[src/rtl/vmem_port_responder.sv]
// Memory-side responder for the vector load/store port: splits each 128-bit access
// into word beats on a single-port sample RAM and returns assembled load vectors.
module vmem_port_responder #(
  parameter int ADDR_W = 16,
  parameter int VEC_W  = 128,
  parameter int WORD_W = 32,
  parameter int RD_LAT = 1
) (
  input  logic              clk,
  input  logic              reset,
  input  logic              req_valid,
  input  logic              req_we,
  input  logic [ADDR_W-1:0] req_addr,
  input  logic [VEC_W-1:0]  data_b,
  output logic              req_ready,
  output logic              busy,
  output logic              rsp_valid,
  output logic [VEC_W-1:0]  q_b,
  output logic              err_align,
  output logic [ADDR_W-1:0] mem_addr,
  output logic              mem_we,
  output logic              mem_re,
  output logic [WORD_W-1:0] mem_wdata,
  input  logic [WORD_W-1:0] mem_rdata
);

  localparam int BEATS = VEC_W / WORD_W;
  localparam int BW    = $clog2(BEATS);
  localparam logic [BW-1:0] LAST = BW'(BEATS - 1);

  typedef enum logic [1:0] {IDLE, WRITE, READ, RESP} state_t;

  state_t              state_q;
  logic [BW-1:0]       beat_q;
  logic [BW-1:0]       cap_q;
  logic [VEC_W-1:0]    data_q;
  logic [VEC_W-1:0]    shadow_q;
  logic [VEC_W-1:0]    shadow_d;
  logic [VEC_W-1:0]    q_b_q;
  logic [RD_LAT-1:0]   rd_vld_q;
  logic [ADDR_W-1:0]   mem_addr_q;
  logic [WORD_W-1:0]   mem_wdata_q;
  logic                mem_we_q;
  logic                mem_re_q;
  logic                rsp_valid_q;
  logic                err_align_q;
  logic                cap_en;

  // rd_vld_q delays each read strobe by RD_LAT so a capture lines up with its data.
  always_comb begin
    cap_en   = (state_q == READ) && rd_vld_q[RD_LAT-1];
    shadow_d = shadow_q;
    if (cap_en) shadow_d[WORD_W*int'(cap_q) +: WORD_W] = mem_rdata;
  end

  always_ff @(posedge clk or negedge reset) begin
    if (!reset) begin
      state_q     <= IDLE;
      beat_q      <= '0;
      cap_q       <= '0;
      data_q      <= '0;
      shadow_q    <= '0;
      q_b_q       <= '0;
      rd_vld_q    <= '0;
      mem_addr_q  <= '0;
      mem_wdata_q <= '0;
      mem_we_q    <= 1'b0;
      mem_re_q    <= 1'b0;
      rsp_valid_q <= 1'b0;
      err_align_q <= 1'b0;
    end else begin
      rsp_valid_q <= 1'b0;
      err_align_q <= 1'b0;
      shadow_q    <= shadow_d;
      rd_vld_q[0] <= mem_re_q;
      for (int i = 1; i < RD_LAT; i++) rd_vld_q[i] <= rd_vld_q[i-1];
      case (state_q)
        IDLE: begin
          if (req_valid) begin
            // Misaligned requests still run, on the enclosing aligned vector.
            mem_addr_q  <= {req_addr[ADDR_W-1:2], 2'b00};
            data_q      <= data_b;
            beat_q      <= '0;
            cap_q       <= '0;
            err_align_q <= (req_addr[1:0] != 2'b00);
            if (req_we) begin
              state_q     <= WRITE;
              mem_we_q    <= 1'b1;
              mem_wdata_q <= data_b[WORD_W-1:0];
            end else begin
              state_q  <= READ;
              mem_re_q <= 1'b1;
            end
          end
        end
        WRITE: begin
          if (beat_q == LAST) begin
            mem_we_q    <= 1'b0;
            state_q     <= RESP;
            rsp_valid_q <= 1'b1;
          end else begin
            beat_q      <= beat_q + BW'(1);
            mem_addr_q  <= mem_addr_q + ADDR_W'(1);
            mem_wdata_q <= data_q[WORD_W*(int'(beat_q)+1) +: WORD_W];
          end
        end
        READ: begin
          if (mem_re_q) begin
            if (beat_q == LAST) begin
              mem_re_q <= 1'b0;
            end else begin
              beat_q     <= beat_q + BW'(1);
              mem_addr_q <= mem_addr_q + ADDR_W'(1);
            end
          end
          if (cap_en) begin
            cap_q <= cap_q + BW'(1);
            if (cap_q == LAST) begin
              state_q     <= RESP;
              rsp_valid_q <= 1'b1;
              q_b_q       <= shadow_d;
            end
          end
        end
        RESP: state_q <= IDLE;
        default: state_q <= IDLE;
      endcase
    end
  end

  assign req_ready = (state_q == IDLE);
  assign busy      = ~req_ready;
  assign rsp_valid = rsp_valid_q;
  assign q_b       = q_b_q;
  assign err_align = err_align_q;
  assign mem_addr  = mem_addr_q;
  assign mem_we    = mem_we_q;
  assign mem_re    = mem_re_q;
  assign mem_wdata = mem_wdata_q;

endmodule

[config.mk]
export PLATFORM = sky130hd
export DESIGN_NAME = vmem_port_responder
export DESIGN_NICKNAME = d
export VERILOG_FILES = /design/src/rtl/vmem_port_responder.sv
export SDC_FILE = /design/constraint.sdc
export NUM_CORES = 1
export LEC_CHECK = 0
export CORE_UTILIZATION = 46
export DETAILED_ROUTE_END_ITERATION = 8
export HOLD_SLACK_MARGIN = 0.05
export PLACE_DENSITY = 0.74
export SETUP_SLACK_MARGIN = 0.2
export SYNTH_ARGS = -nofsm -noshare
export SYNTH_HDL_FRONTEND = slang
export SYNTH_SLANG_ARGS = --single-unit
[constraint.sdc]
create_clock -name clk -period 1.8 [get_ports clk]
set_input_delay 0.27 -clock clk [delete_from_list [all_inputs] [get_ports clk]]
set_output_delay 0.27 -clock clk [all_outputs]
set_load 0.1 [all_outputs]
==> run_results.csv <==
group,metric,value,unit
synth,yosys.area.top_type,"dfrtp_1",
layout,multi_input_area,0.00689,mm2
synth,synth_commonest_cells,"dfrtp_1 (411), mux2_2 (218), a22o_1 (162)",
layout,drive_gt1_share,45.1,%
setup_path,crit_type,"flop to flop",
sta,min_period,2.01,ns
drt,vias,13775,
run,cap_violations,0,
global_route,grt_max_degree,58,
synth,synth_edf_count,0,
power,leakage,13.0,nW
synth,syn_area_per_cell,13.7,um2
drt,drt-wirelength-per-cell,26.6,um
hold_path,worst_hold_path_type,"primary input to async pin",
power,power_frac_clock,20.4,%
synth,post-synth-top-count-cell,"dfrtp_1",
synth,synth_seq_area_share,61.7,%
power,p_switching,19.6,mW
sta,setup_viol,232,
synth,synth_top_area_share,61.7,%
global_route,antenna_found_initial,1,
power,p_total,47.4,mW
die,die_height,192,um
sta,finalHoldViolations,0,
global_route,grtUsageTotal,28.6,%
die,ios,362,
power,switching_share,41.3,%
power,power_density,1780,mW/mm2
global_route,first_global_vias,13398,
drt,drt_wl_total,61.4,mm
run_status,status,"complete, but fails checks",
setup_path,cp-start-kind,"flop",
drt,drc_errors,0,
clock_network,htree_levels,2,
setup_path,critical_path_arrival,2.46,ns
synth,synth-seq-cells,411,
placed_design,port_buffers,361,
placed_design,hpwl,30.6,mm
sta,final.setup.tns,-22.23,ns
drt,vias_per_cell,5.98,
setup_path,cp_data_required_time,2.25,ns
sta,tightest_slew,0.561,ns
drt,antenna_left,0,
clock_network,clock-sinks,411,
synth,syn_area,0.0167,mm2
synth,ys_top_cells_by_area,"dfrtp_1 (62%), mux2_2 (15%), a22o_1 (8.5%)",
sta,skew,0.0321,ns
synth,synth_cells,1216,
sta,timing.final.crit_share,111,%
run_status,violations,"setup timing",
global_route,grt_pass1_wl,79.6,mm
layout,final_util,74.8,%
clock_network,cts_tree,"done",
power,irDropWorstVdd,1.78,mV
clock_network,clockBufferDepth,3,
synth,yosysWarnings,0,
sta,maxSlewHeadroom,62.6,%
sta,final_max_slew_viol_count,0,
setup_path,cp_max_fo,5,
synth,synthArstFlopShare,100,%
clock_network,insertion_delay,0.59,ns
synth,yosysUniqueCellTypes,52,
drt,drt_iter0_drc,1066,
die,start_util,46.8,%
sta,timing.final.ws_setup,-0.205,ns
synth,synth_ff_type,"dfrtp_1",
placed_design,gp_congestion,0.849,
layout,regArea,0.0103,mm2
layout,area_growth,59.7,%
drt,detail_route.first_pass.iterations,5,
clock_network,cts_root_buf,"clkbuf_16",
power,comb_power_share,50.3,%
die,die_w,192,um
sta,rsz0062_at_grt,"true",
die,core_area,0.0356,mm2
layout,nNetsFinal,2001,
die,die_area,0.0370,mm2
clock_network,cts_made_buffers,45,
power,seqPwrFrac,29.3,%
clock_network,clk_pin_slew,0.06,ns
synth,syn_nets,1408,
power,p_int,27.8,mW
die,rows,69,
global_route,grt-ovfl-total,0,
setup_path,endpoint_kind,"flop",
layout,num-fill-cells,2115,
sta,fmax,0.499,GHz
[flip-flops by register name (all words and copies together) (netlist names)]
signal and count:
mem_we 1, shadow_q 128, cap_q 2, rd_vld_q 1, mem_re 1, rsp_valid 1, state_q 2, mem_addr 16
mem_wdata 32, q_b 128, data_q 96, err_align 1, beat_q 2
[layer usage]
layer	track usage [%]	part of all wire, %	vias to the layer above
met5	0	0	-
met3	6.67	8.2	185
li1	-	-	5686
met4	12.3	5.0	0
met1	35.7	38	7095
met2	47.4	49	809
[path summary, 6_finish.rpt]
path / to / depth (start not counted) / start / slack, ns
worst min register to register: mem_wdata[30] / 2 / mem_wdata[30] / 0.50
worst min-delay path: shadow_q[39] / 2 / reset / 0.24
worst max-delay path: q_b[15] / 9 / cap_q[1] / -0.21
max in group asynchronous: mem_re / 3 / reset / 0.77
worst max register to register: q_b[15] / 9 / cap_q[1] / -0.21
min in group clk: err_align / 3 / req_addr[0] / 0.28
[layout make-up]
class,count,area share (%)
antenna,1,0.00941
sequential,411,38.8
timing repair buffer,626,27.2
clock buffer,65,5.04
tap,461,2.17
multi-input combinational,713,25.9
clock inverter,16,0.720
inverter,12,0.202
[per-stage QoR]
stage	hold WS [ns]	setup slack, ns	std cells	instance area, um2
6_report	0.243	-0.205	2305	26600
5_1_grt	0.287	-0.265	2305	26600
4_1_cts	0.253	-0.153	2225	24900
3_5_place_dp	0.258	-0.185	2062	21700
3_3_place_gp	0.255	-0.122	2062	21700
2_1_floorplan	-0.0256	-0.0133	1216	16900
[power by group through the flow]
stage	logic, mW	registers (mW)	clock network [mW]
after floorplan	7.25	19.1	0
after global placement	18.3	13.7	0
after detailed placement	18.7	13.7	0
after CTS	20.3	13.7	9.62
after global routing	24.7	14.1	10.1
final	23.9	13.9	9.67
[timing repair]
action,in CTS,in global routing
gates cloned,26,27
hold endpoints to repair,44,0
resized for setup,131,173
hold buffers,1,0
pin swaps,38,60
setup endpoints to repair,408,413
setup buffers,55,52
[cells in the final DEF, fill, tap and decap left out, types with 6 or more instances in the layout]
master	instances
dfrtp_1	397
buf_4	262
clkdlybuf4s50_1	178
a22o_1	157
mux2_2	121
mux2_4	103
buf_12	75
clkbuf_16	64
nor2_1	63
nand2_1	49
buf_6	49
mux2i_1	34
o211ai_1	33
buf_16	24
buf_8	17
clkbuf_8	14
dfrtp_2	11
nand3_1	10
o21ai_0	9
clkinv_2	9
nand4_1	8
ha_4	8
inv_1	7
nand3_4	6
clkbuf_1	6
[critical path: stages (launching register included)]
cell and delay (ns):
dfrtp_1 0.40, buf_6 0.14, buf_4 0.15, ha_4 0.17
nand3_4 0.13, buf_12 0.14, buf_12 0.13, buf_4 0.13
buf_16 0.12, mux2_2 0.36
[kinds of logic after synthesis]
family / Yosys count / share of synthesized area (%)
compound gates: 248 / 12.1
buf+inv: 94 / 2.41
simple gates: 192 / 5.62
mux: 259 / 17.3
flops: 411 / 61.7
fa+ha+maj: 12 / 0.901
Power figures use the tool's default switching activity.
